**config.mk**
```make
export PLATFORM = sky130hd
export DESIGN_NAME = program_loader
export DESIGN_NICKNAME = d
export VERILOG_FILES = /design/src/rtl/prog_loader_pkg.sv /design/src/rtl/loader_timeout.sv /design/src/rtl/program_loader.sv
export SDC_FILE = /design/constraint.sdc
export NUM_CORES = 1
export LEC_CHECK = 0
export BUFFER_PORTS_ARGS = -buffer_cell sky130_fd_sc_hd__buf_2
export CAP_MARGIN = 20
export CELL_PAD_IN_SITES_DETAIL_PLACEMENT = 2
export CELL_PAD_IN_SITES_GLOBAL_PLACEMENT = 2
export CORE_ASPECT_RATIO = 0.5
export CORE_UTILIZATION = 32
export DETAILED_ROUTE_END_ITERATION = 12
export PLACE_DENSITY = 0.74
export SLEW_MARGIN = 30
export SYNTH_ARGS = -nofsm -noshare
export SYNTH_HDL_FRONTEND = slang
export SYNTH_SLANG_ARGS = --single-unit
```
**constraint.sdc**
```tcl
create_clock -name clk -period 1.97 [get_ports clk]
set_clock_uncertainty 0.1 [all_clocks]
set_input_delay 0.2955 -clock clk [delete_from_list [all_inputs] [get_ports clk]]
set_output_delay 0.2955 -clock clk [all_outputs]
set_load 0.01 [all_outputs]
```
**src/rtl/prog_loader_pkg.sv**
```systemverilog
// Shared types for the boot loader: FSM state encoding, error codes and the default frame header.
package prog_loader_pkg;

  typedef enum logic [2:0] {
    S_IDLE = 3'd0,
    S_LEN  = 3'd1,
    S_DATA = 3'd2,
    S_CHK  = 3'd3,
    S_RUN  = 3'd4,
    S_ERR  = 3'd5
  } state_t;

  typedef logic [1:0] err_t;

  localparam err_t ERR_NONE = 2'b00;
  localparam err_t ERR_CSUM = 2'b01;
  localparam err_t ERR_TMO  = 2'b10;

  localparam logic [7:0] SYNC_BYTE_DEF = 8'hA5;

endpackage

```
**src/rtl/loader_timeout.sv**
```systemverilog
// Inter-byte watchdog: a down-counter reloaded on every accepted byte; expires at terminal count zero.
module loader_timeout #(
  parameter int unsigned TIMEOUT = 50000
) (
  input  logic clk,
  input  logic reset,
  input  logic clear,
  input  logic enable,
  output logic expired
);

  localparam int unsigned CNT_W = (TIMEOUT > 1) ? $clog2(TIMEOUT) : 1;
  localparam logic [CNT_W-1:0] LOAD = CNT_W'(TIMEOUT - 1);

  logic [CNT_W-1:0] count;

  // Holding at LOAD while disabled means every frame starts with a full window.
  always_ff @(posedge clk or negedge reset) begin
    if (!reset) begin
      count <= LOAD;
    end else if (clear || !enable) begin
      count <= LOAD;
    end else if (count != '0) begin
      count <= count - 1'b1;
    end
  end

  assign expired = enable && !clear && (count == '0);

endmodule

```
**src/rtl/program_loader.sv**
```systemverilog
// Framed byte-stream boot loader: writes the image to program memory and holds the micro in reset until done.
// Optional checksum byte and CHK state are enabled by defining PROG_LOADER_CHECKSUM_EN.
//
// state  | meaning
// S_IDLE | waiting for the sync byte, other bytes dropped
// S_LEN  | next byte is the word count (0 = full 256)
// S_DATA | each byte is written to program memory
// S_CHK  | next byte is the checksum (checksum build only)
// S_RUN  | image accepted, micro released
// S_ERR  | frame aborted, micro held, err_code valid
module program_loader
  import prog_loader_pkg::*;
#(
  parameter int unsigned         ADDR_W    = 8,
  parameter int unsigned         DATA_W    = 8,
  parameter logic [DATA_W-1:0]   SYNC_BYTE = SYNC_BYTE_DEF,
  parameter int unsigned         TIMEOUT   = 50000
) (
  input  logic              clk,
  input  logic              reset,
  input  logic [DATA_W-1:0] rx_data,
  input  logic              rx_valid,
  output logic              rx_ready,
  output logic [ADDR_W-1:0] pm_wr_addr,
  output logic [DATA_W-1:0] pm_wr_data,
  output logic              pm_wren,
  output logic              micro_reset,
  output logic              load_done,
  output logic              load_err,
  output logic [1:0]        err_code
);

  state_t            state, state_next;
  err_t              err_next;
  logic              take;
  logic              is_sync;
  logic              wr_next;
  logic              tmo_en;
  logic              tmo_expired;
  logic [DATA_W-1:0] rem;
`ifdef PROG_LOADER_CHECKSUM_EN
  logic [DATA_W-1:0] sum;
`endif

  assign rx_ready = 1'b1;
  assign take     = rx_valid & rx_ready;
  assign is_sync  = take && (rx_data == SYNC_BYTE);
  assign tmo_en   = (state == S_LEN) || (state == S_DATA) || (state == S_CHK);

  loader_timeout #(
    .TIMEOUT (TIMEOUT)
  ) u_timeout (
    .clk     (clk),
    .reset   (reset),
    .clear   (take),
    .enable  (tmo_en),
    .expired (tmo_expired)
  );

  always_ff @(posedge clk or negedge reset) begin
    if (!reset) begin
      state <= S_IDLE;
    end else begin
      state <= state_next;
    end
  end

  always_comb begin
    state_next = state;
    err_next   = err_code;
    wr_next    = 1'b0;
    case (state)
      S_IDLE: if (is_sync) state_next = S_LEN;
      S_LEN:  if (take) state_next = S_DATA;
      S_DATA: begin
        if (take) begin
          wr_next = 1'b1;
          if (rem == DATA_W'(1)) begin
`ifdef PROG_LOADER_CHECKSUM_EN
            state_next = S_CHK;
`else
            state_next = S_RUN;
`endif
          end
        end
      end
`ifdef PROG_LOADER_CHECKSUM_EN
      S_CHK: begin
        if (take) begin
          if (rx_data == sum) begin
            state_next = S_RUN;
          end else begin
            state_next = S_ERR;
            err_next   = ERR_CSUM;
          end
        end
      end
`endif
      S_RUN:  if (is_sync) state_next = S_LEN;
      S_ERR:  if (is_sync) state_next = S_LEN;
      default: state_next = S_IDLE;
    endcase
    // expired is only raised in LEN/DATA/CHK and never alongside an accepted byte
    if (tmo_expired) begin
      state_next = S_ERR;
      err_next   = ERR_TMO;
    end
    if (state_next != S_ERR) err_next = ERR_NONE;
  end

  // rem counts down modulo 2^DATA_W, so a LEN of 0 naturally yields 256 words.
  always_ff @(posedge clk or negedge reset) begin
    if (!reset) begin
      rem        <= '0;
      pm_wr_addr <= '0;
      pm_wr_data <= '0;
      pm_wren    <= 1'b0;
    end else begin
      pm_wren <= wr_next;
      if (wr_next) pm_wr_data <= rx_data;
      if ((state == S_LEN) && take) begin
        rem        <= rx_data;
        pm_wr_addr <= '0;
      end else begin
        if (pm_wren) pm_wr_addr <= pm_wr_addr + 1'b1;
        if (wr_next) rem <= rem - 1'b1;
      end
    end
  end

`ifdef PROG_LOADER_CHECKSUM_EN
  always_ff @(posedge clk or negedge reset) begin
    if (!reset) begin
      sum <= '0;
    end else if ((state == S_LEN) && take) begin
      sum <= '0;
    end else if (wr_next) begin
      sum <= sum + rx_data;
    end
  end
`endif

  // Release waits until no write is still in flight, so the micro never sees a half-written image.
  always_ff @(posedge clk or negedge reset) begin
    if (!reset) begin
      micro_reset <= 1'b1;
      load_done   <= 1'b0;
      load_err    <= 1'b0;
      err_code    <= ERR_NONE;
    end else begin
      micro_reset <= !((state_next == S_RUN) && !wr_next);
      load_done   <= (state_next == S_RUN) && !wr_next;
      load_err    <= (state_next == S_ERR);
      err_code    <= err_next;
    end
  end

endmodule
```
==> results of run 1 <==
[per-stage QoR]
step / TNS (ps) / power (mW) / cell area [sq um]
2_1_floorplan: 0 / 1.965 / 2454
3_3_place_gp: -283.7 / 2.323 / 2858
3_5_place_dp: -1285 / 2.397 / 2858
4_1_cts: 0 / 3.435 / 3074
5_1_grt: -9.405 / 3.601 / 3118
6_report: 0 / 3.389 / 3118
[final cells by class]
cell class | count | area, sq um | area share
Multi-Input combinational cell | 194 | 1234 | 0.3957
Sequential cell | 48 | 1214 | 0.3892
Tap cell | 96 | 120.1 | 0.03852
Inverter | 9 | 33.78 | 0.01083
Clock inverter | 3 | 46.29 | 0.01485
Timing Repair Buffer | 56 | 345.3 | 0.1108
Clock buffer | 5 | 125.1 | 0.04013
[kinds of logic (layout without fill, tap and decap cells)]
family / after synthesis / in the layout
AND/OR/NAND/NOR: 133 / 134
flip-flops: 48 / 48
AO/OA/AOI/OAI: 44 / 44
buffers and inverters: 18 / 73
XOR/XNOR: 8 / 8
adder cells (fa/ha/maj): 5 / 5
other: 2 / 2
multiplexers: 1 / 1
[per-layer routing]
metal | share of wire | up-vias | GRT usage | routed length, um
li1 | - | 1030 | - | -
met1 | 0.46 | 1119 | 0.2512 | 3394
met2 | 0.51 | 24 | 0.3583 | 3770
met3 | 0.019 | 10 | 0.03266 | 144
met4 | 0.013 | 0 | 0.06024 | 99
met5 | 0 | - | 0 | 0
[state kept, by name, indices dropped and copies added, names as in the netlist, 3 cells and up]
signal,flops
pm_wr_data,8
u_timeout.count,16
pm_wr_addr,8
rem,8
state,3
[placed cells by master, fill, tap and decap left out, types with 4 or more instances in the layout]
cell	synthesis	routed
o31ai_1	4	4
inv_1	9	7
a21oi_1	8	6
xor2_1	6	6
dfstp_2	10	10
or4_1	5	5
nand2b_1	4	4
buf_2	1	31
nand3_1	9	9
buf_4	2	24
dfrtp_1	38	38
nor3_1	7	6
nand4_1	7	7
nor2_1	23	22
nand2_1	47	47
clkbuf_16	0	5
o21ai_0	14	14
[worst max-delay path: stages (launching register included)]
cell	delay, ps
dfrtp_1	410
nor4_2	290
buf_4	210
nand4b_4	120
or4_1	540
a21oi_2	150
[power groups by stage]
stage / combinational, mW / clock, mW / sequential [mW]
after floorplan: 0.433 / 0 / 1.53
after global placement: 0.847 / 0 / 1.48
after detailed placement: 0.892 / 0 / 1.51
after CTS: 0.903 / 1.04 / 1.49
after global routing: 1.01 / 1.07 / 1.52
final: 0.886 / 1.02 / 1.48
[worst max path at each step]
stage,cells past startpoint,startpoint,to,slack [ps]
floorplan,6,u_timeout.count[0],u_timeout.count[1],70
global placement,6,u_timeout.count[0],u_timeout.count[1],-60
detailed placement,6,u_timeout.count[0],state[0],-190
CTS,6,u_timeout.count[0],u_timeout.count[12],7
global route,6,u_timeout.count[1],state[1],-5
finish,5,u_timeout.count[11],u_timeout.count[13],80
[repair_timing]
item | in CTS | in global routing
pin swaps | 0 | 5
buffers inserted | 1 | 1
hold endpoints to repair | 7 | 0
gates resized for setup | 2 | 10
hold buffers | 1 | 0
cloned | 1 | 0
setup endpoints to repair | 13 | 16
==> flow_summary_export.csv, run 1 <==
group,metric,value,unit
run_status,status,"finished, final reports clean",
cts,cts_tree,"yes",
pwr,p_seq_frac,0.438,
die,initial_core_util,0.3326,
synth,synth_top_family_by_area,"simple AND/OR/NAND/NOR gates",
setup_path,rrSetupSlack,80,ps
drt,vias,2183,
die,core,0.007377,sq mm
place,dp.cells,399,
place,pre_cts_slack,-188.7,ps
synth,synth_edf_count,0,
synth,yosys.area.top_type,"dfrtp_1",
synth,synth_ff_type,"dfrtp_1",
synth,synth_common_cells,"47 x nand2_1, 38 x dfrtp_1, 23 x nor2_1",
hold_path,holdPathEnd,"pm_wr_data[2]",
sta,drv_slew,0,
pwr,netSwitchingFraction,0.3385,
setup_path,worstPathMaxFanout,4,
global_routing,grtUsageTotal,0.2003,
layout,utilization,0.4227,
setup_path,crit_type,"reg -> reg",
setup_path,startpoint_type,"register",
drt,wl_per_cell,18.03,um
sta,hold_viol,0,
sta,min_period_over_period,0.9573,
cts,clock_latency,300,ps
die,die_area,0.008043,sq mm
synth,async_reset_ff_frac,1.000,
synth,ys_seq_area_frac,0.4946,
synth,synthXorXnorAreaFrac,0.02856,
layout,stdcell_count,411,
sta,relSlewSlack,0.6431,
layout,layout-drive-gt1-share,0.2921,
sta,fin_crit,1886,ps
sta,hold_ws,128.0,ps
die,io_pins,34,
layout,layout.nets,330,
cts,clockBufferDepth,2,
cts,cts_buffers,5,
setup_path,r2r_cells,5,
hold_path,hp-class,"in -> reg",
synth,ys_ff_latch,48,
sta,layout_setup_ws,84.06,ps
synth,synthTopCellsByArea,"dfrtp_1 39%, dfstp_2 11%, nand2_1 7.2%",
synth,synthMuxAreaShare,0.004080,
global_routing,grt_pass1_wl,12450,um
synth,ys_types,51,
drt,finalWirelength,7409,um
hold_path,min_from,"rx_data[2]",
synth,syn_area,0.002454,sq mm
synth,synth_compound_area_frac,0.1147,
drt,routed_via_density,5.311,
pwr,combPwrFrac,0.261,
sta,setup_viol,0,
global_routing,grt_max_degree,22,
pwr,clkPwrFrac,0.301,
pwr,power.switching,1.147,mW
sta,worst_pin_slew,528.1,ps
cts,cts_root_buffer,"clkbuf_16",
die,placementRows,22,
place,gp_congestion,0.7412,
synth,yosysMostFrequentCell,"nand2_1",
layout,fillers,808,
global_routing,grt-ovfl-total,0,
place,portBuffers,31,
drt,drt_iter0_drc,111,
setup_path,required,2100,ps
synth,ys_warn_count,0,
pwr,p_per_area,1087,mW/mm^2
sta,fmax,530.2,MHz
setup_path,r2r-end,"u_timeout.count[13]",
synth,synth_fp_nets,275,
cts,cts_sinks,48,
cts,clkSlewWorstSetupHoldPaths,70,ps
die,die_y,63.92,um
synth,synth_fa_ha_area_frac,0.02550,
hold_path,whs_path_depth,3,
cts,htreeDepth,2,
layout,area_growth,27.08,%
setup_path,arrival,2010,ps
pwr,p_leak,1.450,nW
flow_run,maxCapViolCount,0,
drt,remaining_drc_errors,0,
layout,diodes,0,
synth,syn-mean-instance-area,9.473,sq um
global_routing,antenna_found_initial,0,
setup_path,end_kind,"register",
place,dp_hpwl,5324,um
drt,antenna_left,0,
synth,synth-simple-area-share,0.2983,
pwr,p_int,2.242,mW
synth,syn_inst,259,
global_routing,grt_pass1_vias,2416,
die,fp.dieW,125.8,um
setup_path,r2r_start,"u_timeout.count[11]",
drt,first_pass_iters,4,
pwr,peakVddDrop,405.4,uV
synth,synth_top_area_share,0.3876,
Note: power is estimated with default switching activity, not from simulation.
==> inputs of run 2 (changes only) <==
CORE_ASPECT_RATIO = 0.6   (was 0.5)
==> flow_summary_export.csv, run 2 (same netlist as run 1, synthesis figures left out) <==
group,metric,value,unit
setup_path,critPathLaunch,"u_timeout.count[11]",
setup_path,rrSetupSlack,60,ps
sta,hold_viol,0,
setup_path,crit_end,"u_timeout.count[12]",
cts,cts_buffers,5,
layout,layout.nets,334,
layout,final_common_cell,"nand2_1",
pwr,p_leak,1.487,nW
drt,routed_via_density,5.165,
setup_path,r2r_cells,3,
layout,area_growth,28.76,%
sta,rsz0062_at_grt,"true",
drt,remaining_drc_errors,0,
layout,largest-register,"u_timeout.count",
sta,relSlewSlack,0.5488,
drt,vias,2185,
setup_path,startpoint_type,"register",
cts,cts_sinks,48,
layout,final_area,0.003159,sq mm
setup_path,crit_slowest_cell,"or4_1",
setup_path,worstPathMaxFanout,4,
layout,multi_input_area,0.001242,sq mm
setup_path,required,2090,ps
layout,final_cell_mix,"47 x nand2_1, 38 x dfrtp_1, 31 x buf_2",
drt,wl_per_cell,17.83,um
layout,stdcell_count,423,
run_status,status,"finished, final reports clean",
place,dp_hpwl,5477,um
die,io_pins,34,
die,die_y,69.83,um
die,core,0.007327,sq mm
cts,cts_tree,"yes",
pwr,power,3.297,mW
die,placementRows,24,
layout,seqCellArea,0.001214,sq mm
setup_path,crit_type,"reg -> reg",
cts,clockBufferDepth,2,
setup_path,arrival,2030,ps
drt,finalWirelength,7540,um
sta,worst_pin_slew,671.7,ps
die,initial_core_util,0.3349,
sta,fin_tns_setup,0,ps
setup_path,crit_path_cell_trace,"or4_1 -> or4_4 -> a21oi_2",
sta,setup_viol,0,
place,gp_congestion,0.7660,
setup_path,r2r-end,"u_timeout.count[12]",
layout,utilization,0.4312,
global_routing,grtUsageTotal,0.2051,
drt,wl_met2,3269,um
die,fp.dieW,115.0,um
drt,wirelength_met1,3938,um
drt,highest_layer,"met4",
global_routing,antenna_found_initial,0,
sta,fmax,524.3,MHz
die,die_area,0.008033,sq mm
drt,drt_iter0_drc,95,
drt,first_pass_iters,4,
layout,diodes,0,
pwr,p_per_area,1044,mW/mm^2
place,placed_area,0.002918,sq mm
drt,route.met3.wl,285,um
setup_path,cpPeakStageDelay,610,ps
drt,antenna_left,0,
pwr,peakVddDrop,441.1,uV
place,portBuffers,31,
sta,drv_slew,0,
setup_path,r2r_start,"u_timeout.count[11]",
layout,fillers,841,
cts,cts_root_buffer,"clkbuf_16",
layout,largest_reg_flops,16,
hold_path,hp-class,"in -> reg",
global_routing,grt-ovfl-total,0,
place,dp.cells,412,
global_routing,grt_pass1_wl,12430,um
setup_path,end_kind,"register",
cts,clkSlewWorstSetupHoldPaths,70,ps
global_routing,grt_max_degree,49,
sta,fin_crit,1907,ps
layout,layout-drive-gt1-share,0.2884,
flow_run,maxCapViolCount,0,
global_routing,grt_pass1_vias,2371,
sta,min_period_over_period,0.9682,
cts,htreeDepth,2,
cts,clock_latency,290,ps
[run 2: where the power goes]
| part | total [mW] | switching (mW) | internal, mW |
|---|---|---|---|
| clock | 0.886 | 0.378 | 0.509 |
| combinational | 0.918 | 0.513 | 0.405 |
| sequential | 1.49 | 0.246 | 1.25 |
| total | 3.30 | 1.14 | 2.16 |
[run 2: cell type report]
| type | instances | share of cell area |
|---|---|---|
| clock inverters | 1 | 0.002772 |
| well taps | 104 | 0.04119 |
| repair buffers | 60 | 0.1228 |
| flip-flops and latches | 48 | 0.3842 |
| inverters | 9 | 0.01069 |
| clock buffers | 7 | 0.04515 |
| multi-input cells | 194 | 0.3933 |
[run 2: timing repair]
action / 4_1_cts / 5_1_grt
resized for setup: 3 / 8
hold buffers: 1 / 0
pin swaps: 0 / 2
setup endpoints to repair: 12 / 12
cloned: 0 / 1
buffers inserted: 1 / 0
hold endpoints to repair: 38 / 0
[run 2: critical path, delay by kind of cell, from the launching register on]
kind	cells	cell delay [ps]
AND/OR/NAND/NOR	2	1150
AO/OA/AOI/OAI	1	150
flip-flops	1	440
[run 2: worst min path at each step]
stage | start | endpoint | slack (ps) | cells after the start
final | rx_data[7] | pm_wr_data[7] | 130 | 3
after global routing | rx_data[6] | pm_wr_data[6] | 140 | 3
after CTS | rx_data[7] | pm_wr_data[7] | 120 | 3
after detailed placement | reset | pm_wr_addr[5] | 210 | 2
after global placement | reset | pm_wr_addr[2] | 210 | 2
after floorplan | reset | err_code[1] | -100 | 0
[run 2: per-stage QoR]
stage / hold slack [ps] / worst slack (ps)
finish: 125.1 / 62.74
global route: 144.7 / -14.77
CTS: 117.6 / 40.69
detailed placement: 206.2 / -167.8
global placement: 207.4 / -38.90
floorplan: -100.1 / 65.40
[run 2: routing by layer]
metal / track usage / up-vias
met5: 0 / -
met2: 0.2972 / 35
met1: 0.3058 / 1100
li1: - / 1045
met3: 0.04895 / 5
met4: 0.04618 / 0
==> inputs of run 3 (changes only) <==
CELL_PAD_IN_SITES_DETAIL_PLACEMENT = unset   (was 2)
CELL_PAD_IN_SITES_GLOBAL_PLACEMENT = unset   (was 2)
CORE_UTILIZATION = 51   (was 32)
GPL_TIMING_DRIVEN = 0   (was unset)
SLEW_MARGIN = 15   (was 30)
==> flow_summary_export.csv, run 3 (same netlist as run 1, synthesis figures left out) <==
group,metric,value,unit
global_routing,grt_pass1_wl,9259,um
sta,fmax,513.5,MHz
run_status,status,"finished, final reports clean",
global_routing,grt_pass1_vias,1918,
layout,layout.nets,321,
place,portBuffers,30,
cts,htreeDepth,2,
pwr,p_per_area,1028,mW/mm^2
setup_path,crit_type,"reg -> reg",
global_routing,grtUsageTotal,0.2341,
cts,cts_root_buffer,"clkbuf_8",
layout,final_cell_mix,"47 x nand2_1, 38 x dfrtp_1, 32 x buf_2",
layout,diodes,0,
die,initial_core_util,0.5348,
drt,finalWirelength,5586,um
drt,wl_per_cell,15.14,um
setup_path,arrival,2090,ps
pwr,power,3.019,mW
sta,hold_viol,0,
hold_path,hp-class,"in -> reg",
sta,rsz0062_at_grt,"true",
layout,largest_reg_flops,16,
global_routing,grt-ovfl-total,0,
layout,final_common_cell,"nand2_1",
layout,fillers,387,
global_routing,antenna_found_initial,0,
cts,clkSlewWorstSetupHoldPaths,90,ps
cts,cts_tree,"yes",
sta,relSlewSlack,0.5669,
sta,setup_viol,0,
setup_path,required,2110,ps
die,die_area,0.005101,sq mm
place,dp_hpwl,3715,um
drt,drt_iter0_drc,155,
setup_path,startpoint_type,"register",
pwr,peakVddDrop,629.9,uV
layout,final_area,0.002937,sq mm
die,fp.dieW,91.55,um
global_routing,grt_max_degree,49,
drt,routed_via_density,5.680,
hold_path,holdPathEnd,"pm_wr_data[7]",
setup_path,rrSetupSlack,20,ps
drt,remaining_drc_errors,0,
place,placed_area,0.002683,sq mm
hold_path,whs_path_depth,3,
die,core,0.004588,sq mm
sta,min_period_over_period,0.9885,
sta,fin_crit,1947,ps
setup_path,r2r_cells,5,
sta,drv_slew,0,
die,placementRows,19,
drt,vias,2096,
setup_path,r2r-end,"u_timeout.count[2]",
pwr,p_leak,1.388,nW
layout,layout-drive-gt1-share,0.2549,
cts,clockBufferDepth,2,
hold_path,min_from,"rx_data[7]",
cts,clock_latency,310,ps
flow_run,maxCapViolCount,0,
cts,cts_sinks,48,
die,die_y,55.73,um
die,io_pins,34,
setup_path,end_kind,"register",
layout,largest-register,"u_timeout.count",
layout,utilization,0.6400,
drt,antenna_left,0,
setup_path,r2r_start,"u_timeout.count[0]",
sta,worst_pin_slew,645.2,ps
cts,cts_buffers,5,
layout,area_growth,19.68,%
setup_path,worstPathMaxFanout,5,
place,gp_congestion,0.8119,
drt,first_pass_iters,4,
[run 3: cell count changes in the layout (fill, tap and decap cells not counted), moves of 2 or more]
| cell | delta |
|---|---|
| clkbuf_1 | +2 |
| clkbuf_16 | -5 |
| clkbuf_8 | +4 |
| inv_2 | +2 |
| inv_1 | -2 |
| buf_4 | -17 |
[run 3: cell type report]
cell class	instances	area (sq um)	area share
clock inverters	3	42.54	0.01449
well taps	63	78.83	0.02684
multi-input cells	194	1237	0.4214
clock buffers	5	68.82	0.02343
repair buffers	38	215.2	0.07328
flip-flops and latches	48	1214	0.4133
plain buffers	9	46.29	0.01576
inverters	9	33.78	0.01150
[run 3: stage by stage]
| step | hold WS (ps) | cells | setup slack [ps] | setup TNS (ps) |
|---|---|---|---|---|
| final | 108.8 | 369 | 22.60 | 0 |
| after global routing | 115.0 | 369 | -10.16 | -27.03 |
| after CTS | 106.2 | 364 | 4.610 | 0 |
| after detailed placement | 357.5 | 352 | -186.3 | -1771 |
| after global placement | 353.9 | 352 | -138.1 | -1149 |
| after floorplan | -100.1 | 259 | 65.40 | 0 |
[run 3: power breakdown]
group          switching [mW]  internal [mW]  total, mW
sequential              0.221           1.24       1.47
combinational           0.466          0.362      0.828
clock                   0.350          0.376      0.726
[run 3: repair_timing]
action,4_1_cts,5_1_grt
gates resized for setup,6,14
cloned,0,1
hold buffers,0,1
pin swaps,1,7
setup endpoints to repair,26,29
endpoints found under the hold margin,0,38
buffers inserted,4,3
[run 3: worst max-delay path by stage]
stage          slack, ps  depth (start not counted)                 end                from
6_report              20                          5  u_timeout.count[2]  u_timeout.count[0]
5_1_grt              -10                          6            state[2]  u_timeout.count[0]
3_3_place_gp        -140                          6            state[0]  u_timeout.count[0]
4_1_cts                5                          6            state[0]  u_timeout.count[0]
2_1_floorplan         70                          6  u_timeout.count[1]  u_timeout.count[0]
3_5_place_dp        -190                          6            state[1]  u_timeout.count[0]
[run 3: critical path: stages, from the launching register on]
cell and delay, ps:
dfstp_2 390, inv_2 70, ha_1 140, or4b_4 520
nand4b_2 340, a31o_2 320
[run 3: layer usage]
metal / vias to the layer above / track usage / routed length [um]
li1: 1021 / - / -
met1: 993 / 0.3532 / 2768
met2: 74 / 0.3340 / 2365
met3: 8 / 0.05328 / 384
met4: 0 / 0.07483 / 67
met5: - / 0 / 0
